===== src/rtl/cache_pkg.sv =====
// Shared widths, controller state encoding and line/word helpers for the
// direct-mapped write-through cache.
package cache_pkg;

    localparam int WORD_W         = 32;
    localparam int WORDS_PER_LINE = 4;
    localparam int LINE_W         = WORD_W * WORDS_PER_LINE;

    typedef enum logic [1:0] {
        IDLE,
        FILL,
        REPLAY
    } state_e;

    // Packed element 3 holds word offset 0, matching memory's data_out ordering.
    typedef logic [WORDS_PER_LINE-1:0][WORD_W-1:0] line_t;

    function automatic logic [WORD_W-1:0] word_sel(input line_t line, input logic [1:0] off);
        return line[~off];
    endfunction

endpackage


===== src/rtl/cache_line_store.sv =====
// Valid/tag/data arrays: combinational read of one line, synchronous line fill,
// synchronous single-word store update and a synchronous clear of all valid bits.
module cache_line_store
    import cache_pkg::*;
#(
    parameter int INDEX_BITS = 4,
    parameter int TAG_BITS   = 10
) (
    input  logic                  clock,
    input  logic                  clr_i,
    input  logic [INDEX_BITS-1:0] idx_i,
    output logic                  vld_o,
    output logic [TAG_BITS-1:0]   tag_o,
    output line_t                 line_o,
    input  logic                  fill_we_i,
    input  logic [TAG_BITS-1:0]   fill_tag_i,
    input  line_t                 fill_line_i,
    input  logic                  word_we_i,
    input  logic [1:0]            word_off_i,
    input  logic [WORD_W-1:0]     word_i
);

    localparam int LINES = 2 ** INDEX_BITS;

    logic [LINES-1:0]    valid_q;
    logic [TAG_BITS-1:0] tag_q  [LINES];
    line_t               data_q [LINES];

    assign vld_o  = valid_q[idx_i];
    assign tag_o  = tag_q[idx_i];
    assign line_o = data_q[idx_i];

    always_ff @(posedge clock) begin
        if (clr_i) begin
            valid_q <= '0;
        end else if (fill_we_i) begin
            valid_q[idx_i] <= 1'b1;
        end
    end

    // Tags and data need no reset; the valid bits gate every use of them.
    always_ff @(posedge clock) begin
        if (fill_we_i) begin
            tag_q[idx_i]  <= fill_tag_i;
            data_q[idx_i] <= fill_line_i;
        end else if (word_we_i) begin
            data_q[idx_i][~word_off_i] <= word_i;
        end
    end

endmodule


===== src/rtl/dm_cache_ctrl.sv =====
// Direct-mapped, write-through, no-write-allocate cache controller with a
// fixed two-stall-cycle read miss and read hit/miss counters.
module dm_cache_ctrl
    import cache_pkg::*;
#(
    parameter int INDEX_BITS = 4,
    parameter int TAG_BITS   = 14 - INDEX_BITS
) (
    input  logic              clock,
    input  logic              reset,
    input  logic              cpu_read,
    input  logic              cpu_write,
    input  logic [31:0]       cpu_addr,
    input  logic [31:0]       cpu_wdata,
    output logic [31:0]       cpu_rdata,
    output logic              cpu_stall,
    output logic              mem_read,
    output logic              mem_write,
    output logic [31:0]       mem_addr,
    output logic [31:0]       mem_wdata,
    input  logic [LINE_W-1:0] mem_rdata,
    output logic [31:0]       hit_count,
    output logic [31:0]       miss_count
);

    state_e               state_q, state_d;
    logic [31:0]          hit_q, hit_d;
    logic [31:0]          miss_q, miss_d;

    logic [INDEX_BITS-1:0] idx;
    logic [TAG_BITS-1:0]   tag;
    logic                  line_vld;
    logic [TAG_BITS-1:0]   line_tag;
    line_t                 line_data;
    logic                  hit;
    logic                  fill_we;
    logic                  word_we;

    assign idx = cpu_addr[INDEX_BITS+1:2];
    assign tag = cpu_addr[15:2+INDEX_BITS];
    assign hit = line_vld && (line_tag == tag);

    cache_line_store #(
        .INDEX_BITS (INDEX_BITS),
        .TAG_BITS   (TAG_BITS)
    ) u_store (
        .clock       (clock),
        .clr_i       (reset),
        .idx_i       (idx),
        .vld_o       (line_vld),
        .tag_o       (line_tag),
        .line_o      (line_data),
        .fill_we_i   (fill_we),
        .fill_tag_i  (tag),
        .fill_line_i (mem_rdata),
        .word_we_i   (word_we),
        .word_off_i  (cpu_addr[1:0]),
        .word_i      (cpu_wdata)
    );

    always_comb begin
        state_d   = state_q;
        hit_d     = hit_q;
        miss_d    = miss_q;
        cpu_stall = 1'b0;
        cpu_rdata = '0;
        mem_read  = 1'b0;
        mem_write = 1'b0;
        mem_addr  = cpu_addr;
        mem_wdata = cpu_wdata;
        fill_we   = 1'b0;
        word_we   = 1'b0;

        unique case (state_q)
            IDLE, REPLAY: begin
                // REPLAY is IDLE with the held read now guaranteed to hit uncounted.
                state_d = IDLE;
                if (cpu_write) begin
                    mem_write = 1'b1;
                    word_we   = hit;
                end else if (cpu_read) begin
                    if (hit) begin
                        cpu_rdata = word_sel(line_data, cpu_addr[1:0]);
                        if (state_q == IDLE) hit_d = hit_q + 32'd1;
                    end else begin
                        cpu_stall = 1'b1;
                        mem_read  = 1'b1;
                        mem_addr  = {cpu_addr[31:2], 2'b00};
                        miss_d    = miss_q + 32'd1;
                        state_d   = FILL;
                    end
                end
            end
            FILL: begin
                cpu_stall = 1'b1;
                fill_we   = 1'b1;
                state_d   = REPLAY;
            end
            default: state_d = IDLE;
        endcase

        if (reset) begin
            mem_read  = 1'b0;
            mem_write = 1'b0;
            fill_we   = 1'b0;
            word_we   = 1'b0;
        end
    end

    always_ff @(posedge clock) begin
        if (reset) begin
            state_q <= IDLE;
            hit_q   <= '0;
            miss_q  <= '0;
        end else begin
            state_q <= state_d;
            hit_q   <= hit_d;
            miss_q  <= miss_d;
        end
    end

    assign hit_count  = hit_q;
    assign miss_count = miss_q;

endmodule


===== config.mk =====
export PLATFORM = sky130hd
export DESIGN_NAME = dm_cache_ctrl
export DESIGN_NICKNAME = d
export VERILOG_FILES = /design/src/rtl/cache_pkg.sv /design/src/rtl/cache_line_store.sv /design/src/rtl/dm_cache_ctrl.sv
export SDC_FILE = /design/constraint.sdc
export NUM_CORES = 2
export LEC_CHECK = 0
export ABC_AREA = 0
export CAP_MARGIN = 20
export CORE_MARGIN = 3
export CORE_UTILIZATION = 65
export CTS_BUF_LIST = sky130_fd_sc_hd__clkbuf_4
export DETAILED_ROUTE_END_ITERATION = 7
export HOLD_SLACK_MARGIN = 0.06
export PLACE_DENSITY = 0.86
export SLEW_MARGIN = 20
export SYNTH_ARGS = -nofsm -noshare
export SYNTH_HDL_FRONTEND = slang
export SYNTH_SLANG_ARGS = --single-unit

===== constraint.sdc =====
create_clock -name clock -period 7.8 [get_ports clock]
set_clock_uncertainty 0.05 [all_clocks]
set_input_delay 1.56 -clock clock [delete_from_list [all_inputs] [get_ports clock]]
set_output_delay 1.56 -clock clock [all_outputs]
set_load 0.05 [all_outputs]

Word level (Yosys, flattened, before mapping)
Memory sizes are Yosys's and may differ from the RTL's.
Index checks and enable logic that the tools add are counted.
- register bits: 82
- RAM bits: 2208
- bits of input ports: 196
- output and inout bits: 163
- word-level logic and storage cells: 321
- memories: 2
- memory list (name ; depth ; width ; read ports ; clocked after Yosys merged registers in ; write ports ; line ; source):
    u_store.data_q ; 16 ; 128 ; 1 ; 0 ; 1 ; cache_line_store.sv:27 ; line_t data_q [LINES];
    u_store.tag_q ; 16 ; 10 ; 1 ; 0 ; 1 ; cache_line_store.sv:26 ; logic [TAG_BITS-1:0] tag_q [LINES];
- add/subtract/negate cells: 2
- $lt $le $gt $ge: 4
- eq/ne operators: 3
- multiplexer cells: 167
- bitwise logic cells: 132
- reductions and logical operators: 7
- operators by type and width (kind ; number):
    32-bit 2-to-1 mux ; 6
    1-bit 2-to-1 mux ; 150
    128-bit 2-to-1 mux ; 1
    1-bit bitwise OR ; 128
    32-bit by 1-bit adder with 32-bit output (second input constant) ; 2
    32-bit binary-select mux with 2-bit select ; 1
    32-bit demux with 2-bit select ; 1
    16-bit bitwise OR ; 1
    10-bit equality test ; 1
    2-bit 2-to-1 mux ; 4
    4-bit by 5-bit less-than comparator with 1-bit output (second input constant) ; 1
    5-bit AND reduction ; 1
    1-bit binary-select mux with 4-bit select ; 1
    1-bit demux with 4-bit select ; 1
    4-bit by 1-bit >= comparator with 1-bit output (second input constant) ; 1
    2-bit case mux with 2 select lines ; 1
    4-bit AND reduction ; 1
    1-bit logical AND ; 3
    2-bit by 3-bit less-than comparator with 1-bit output (second input constant) ; 1
    2-bit by 1-bit equality test with 1-bit output (second input constant) ; 1
    2-bit equality test (second input constant) ; 1
    2-bit by 1-bit >= comparator with 1-bit output (second input constant) ; 1
    2-bit zero test ; 1
    1-bit inverter ; 2
    3 further kinds ; 3

Depth between registers and ports, before layout
- depth in word-level cells: 10
- mapped depth: 14
- depth with buffers taken out: 8

Modules after synthesis
A second synthesis with hierarchy kept.
- cell total of the unflattened synthesis: 4257
- area total of the unflattened synthesis: 89873.7 µm²
- modules (own cells, without submodules) (module ; times used ; cells each ; area an instance (µm²)):
    cache_line_store ; 1 ; 3691 ; 84959.0
    dm_cache_ctrl ; 1 ; 566 ; 4914.7

Least setup slack after synthesis
Ideal clock, no wire load.
- path type: input to output
- start point: input cpu_addr[2]
- end point: output cpu_rdata[10]
- arrival: 4.519 ns
- setup slack: 1.671 ns
- stages on the path: 9
- path through: buf_2 buf_6 buf_4 buf_2 buf_1 mux4_2 mux4_2 mux4_2 nor2b_1
- word-level cells in the longest chain between the ends: 7
- elaborated cells between the ends (all ways): 12
- RTL lines (what ; line ; source):
    start: declaration ; dm_cache_ctrl.sv:13 ; input logic [31:0] cpu_addr,
    memory read 16 x 10 bit (tied with other cells) ; -- ;
    10-bit equality test (tied with other cells) ; dm_cache_ctrl.sv:41 ; assign hit = line_vld && (line_tag == tag);
    1-bit logical AND or 32-bit 2-to-1 mux (tied branches) ; dm_cache_ctrl.sv:41, cache_pkg.sv:19 ;
    32-bit 2-to-1 mux * ; dm_cache_ctrl.sv:82 ; if (hit) begin
    32-bit 2-to-1 mux * ; dm_cache_ctrl.sv:81 ; end else if (cpu_read) begin
    32-bit 2-to-1 mux * ; dm_cache_ctrl.sv:78 ; if (cpu_write) begin
    32-bit 2-to-1 mux * ; dm_cache_ctrl.sv:74 ; unique case (state_q)
    end: declaration ; dm_cache_ctrl.sv:15 ; output logic [31:0] cpu_rdata,
Mark *: on every way between the ends. The rest lies on a longest branch, timed or not. The select of a mux whose other input is x is not followed.

Final worst setup path
- start point: input cpu_addr[2]
- end point: output cpu_rdata[5]
The elaborated chain is that of the path after synthesis.

==> qor.yml <==
outcome:
  status: "complete, no violations"
synth:
  ys_seq_elements: 2290
  synthTopCellsByCount: "edfxtp_1 (2208), mux4_2 (699), nor2_1 (146)"
  synth_warnings: 0
  syn-num-nets: 4278
  ys_seq_area_share_pct: 74.9
  synth_ff_type: "edfxtp_1"
  syn_inst: 4080
  synth.most_common_cell: "edfxtp_1"
  avgSynthCellArea_um2: 22.2
  synthesis.area_mm2: 0.0907
  netlist.area_leader.share_pct: 73.1
  synth_area_leader_cell: "edfxtp_1"
  ys_top_cells_by_area: "edfxtp_1 (73%), mux4_2 (17%), dfxtp_1 (1.8%), mux2_2 (1.6%), nor2_1 (0.60%)"
  ys_types: 53
  synth_edf_count: 2208
  synthArstFlopShare_pct: 0
floorplanning:
  start_util_pct: 65.7
  rows: 136
  chipWidth_um: 380
  ios: 359
  core_area_mm2: 0.138
  die_area_mm2: 0.144
  die_h_um: 380
drt:
  drtIter0Drc: 9114
  drtAntennaViolNets: 0
  drc: 0
  drt_pass1_iterations: 5
  viasPerCell: 7.25
  wire_per_inst_um: 39.2
  wl_um: 279000
  vias: 51600
timing:
  finalSetupTns_ps: 0
  worst_slew_pin_slew_ps: 1170
  fmax_mhz: 145
  period_needed_ps: 6900
  whs_ps: 426
  slew_headroom_pct: 21.7
  final_max_slew_viol_count: 0
  finalCritPeriodShare_pct: 88.5
  hold_viol_final: 0
  setup_viol: 0
  rsz0062_at_grt: "no"
clock_tree:
  insertion_delay_ps: 1370
  clock-sinks: 2290
  ctsResizeCount: 0
  cts_tree: "yes"
  cts_hold_buf: 0
  clockBufferDepth: 4
  cts-root-buf: "clkbuf_4"
  postCtsSetupRepairBufs: 0
  numCtsBuffers: 571
  path_clk_slew_ps: 60
  htreeDepth: 6
placed_design:
  dp.final_hpwl_um: 166000
  port_buffers: 326
  finalWeightedCongestion: 0.873
  placed_cells: 6137
critical_path:
  reg2reg_from: "u_store.tag_q[10][3]"
  r2r.worst_path.cells: 10
  r2r_slack_ps: 3120
  criticalPathCategory: "input port to output pin"
  crit_slowest_cell: "buf_8"
  max_stage_delay_ps: 610
  cp-end-kind: "output pin"
  crit_required_ps: 6190
  path_cells: "buf_8 -> buf_12 -> mux4_2 -> mux4_2 -> mux4_2 -> nor2b_1 -> buf_4 -> buf_4"
  start_kind: "input port"
  cp.arrival_ps: 5290
  worst_r2r_endpoint: "u_store.data_q[6][67]"
  cpMostUsedCell: "mux4_2"
  worstPathMaxFanout: 82
power:
  internal_power_mw: 19.1
  leakage_nw: 33.2
  p_switching_mw: 5.80
  ir_worst_vdd_mv: 0.209
  powerDensity_mw_per_mm2: 240
  pwr-share-clk_pct: 39.7
  power_frac_comb_pct: 6.1
  p_sw_share_pct: 23.3
  p_seq_share_pct: 54.2
hold_path:
  hold_class: "flop to flop"
  hold_end: "u_store.valid_q[12]"
  hold_start: "u_store.valid_q[12]"
  holdPathStages: 2
final_layout:
  nets: 5047
  instances_no_fill: 7119
  fill_cells: 6847
  fin_util_pct: 75.2
  syn2layout_area_growth_pct: 14.4
  drive_gt1_share_pct: 37.9
global_routing:
  grt_overflow: 0
  grt_pass1_vias: 51600
  track_usage_pct: 39.4
  grt_first_pass_wirelength_um: 390000
  antenna_found_initial: 44
  grt_max_degree: 122
job:
  cap_violations: 0
==> registers in the layout, indices dropped and copies added (netlist names) <==
| signal | flops |
|---|---|
| hit_count | 32 |
| u_store.valid_q | 16 |
| u_store.tag_q | 160 |
| state_q | 2 |
| u_store.data_q | 2048 |
| miss_count | 32 |
==> worst max-delay path by stage <==
| stage | start | end | cells after the start |
|---|---|---|---|
| 5_1_grt | cpu_addr[2] | cpu_rdata[5] | 8 |
| 3_5_place_dp | cpu_addr[2] | cpu_rdata[0] | 7 |
| 2_1_floorplan | cpu_addr[2] | cpu_rdata[10] | 9 |
| 6_report | cpu_addr[2] | cpu_rdata[5] | 8 |
| 4_1_cts | cpu_addr[2] | cpu_rdata[0] | 7 |
| 3_3_place_gp | cpu_addr[2] | cpu_rdata[0] | 7 |
==> layout make-up <==
type	instances	area [µm²]	share of cell area, %
clock buffers	796	5980	5.76
clock inverters	149	860	0.828
multi-input cells	1470	21700	20.9
flip-flops and latches	2290	67900	65.5
well taps	1863	2330	2.25
repair buffers	489	4790	4.62
inverters	27	109	0.105
diodes	35	87.6	0.0844
==> worst max-delay path, delay by kind of cell <==
kind / cells / cell delay, ps
buffers and inverters: 4 / 1570
muxes: 3 / 1720
and+or+nand+nor: 1 / 170
==> power groups by stage <==
stage / clock [mW] / combinational [mW] / sequential (mW)
after floorplan: 0 / 0.858 / 13.8
after global placement: 0 / 1.42 / 13.8
after detailed placement: 0 / 1.47 / 13.8
after CTS: 9.90 / 1.48 / 13.5
after global routing: 10.5 / 1.55 / 13.5
final: 9.88 / 1.52 / 13.5
==> metrics by stage <==
step           cell area, µm²  power, mW  worst slack [ps]
5_1_grt                104000       25.5               796
4_1_cts                104000       24.9               938
2_1_floorplan           90700       14.6              1670
3_5_place_dp            96800       15.2               955
3_3_place_gp            96800       15.2              1020
6_report               104000       24.9               896
==> cell usage in the layout, fill, tap and decap left out, types with 72 or more instances in the layout <==
master	synthesis	layout
dfxtp_1	82	82
clkbuf_4	0	796
nor2_1	146	72
buf_4	68	167
clkdlybuf4s50_1	0	282
nor2b_1	72	72
edfxtp_1	2208	2208
mux2_2	131	131
clkinv_1	0	100
mux4_2	699	699
==> cell families (layout without fill, tap and decap cells) <==
| logic type | after synthesis | in the layout | synth area share [%] |
|---|---|---|---|
| DFF | 2290 | 2290 | 74.9 |
| muxes | 913 | 913 | 19.9 |
| and+or+nand+nor | 430 | 430 | 2.44 |
| buffers and inverters | 320 | 1461 | 1.75 |
| AOI/OAI and AO/OA | 115 | 115 | 0.848 |
| xor gates and xnor gates | 10 | 10 | 0.0965 |
| adders and majority gates | 2 | 2 | 0.0276 |
| other | 0 | 35 | 0 |
==> per-layer routing <==
metal  share of wire (%)  track usage [%]
met5                0.13            0.572
met4                 7.8             27.1
met3                  17             16.7
met2                  46             57.1
met1                  29             48.4
No activity file was read; power rests on OpenSTA's default activity.
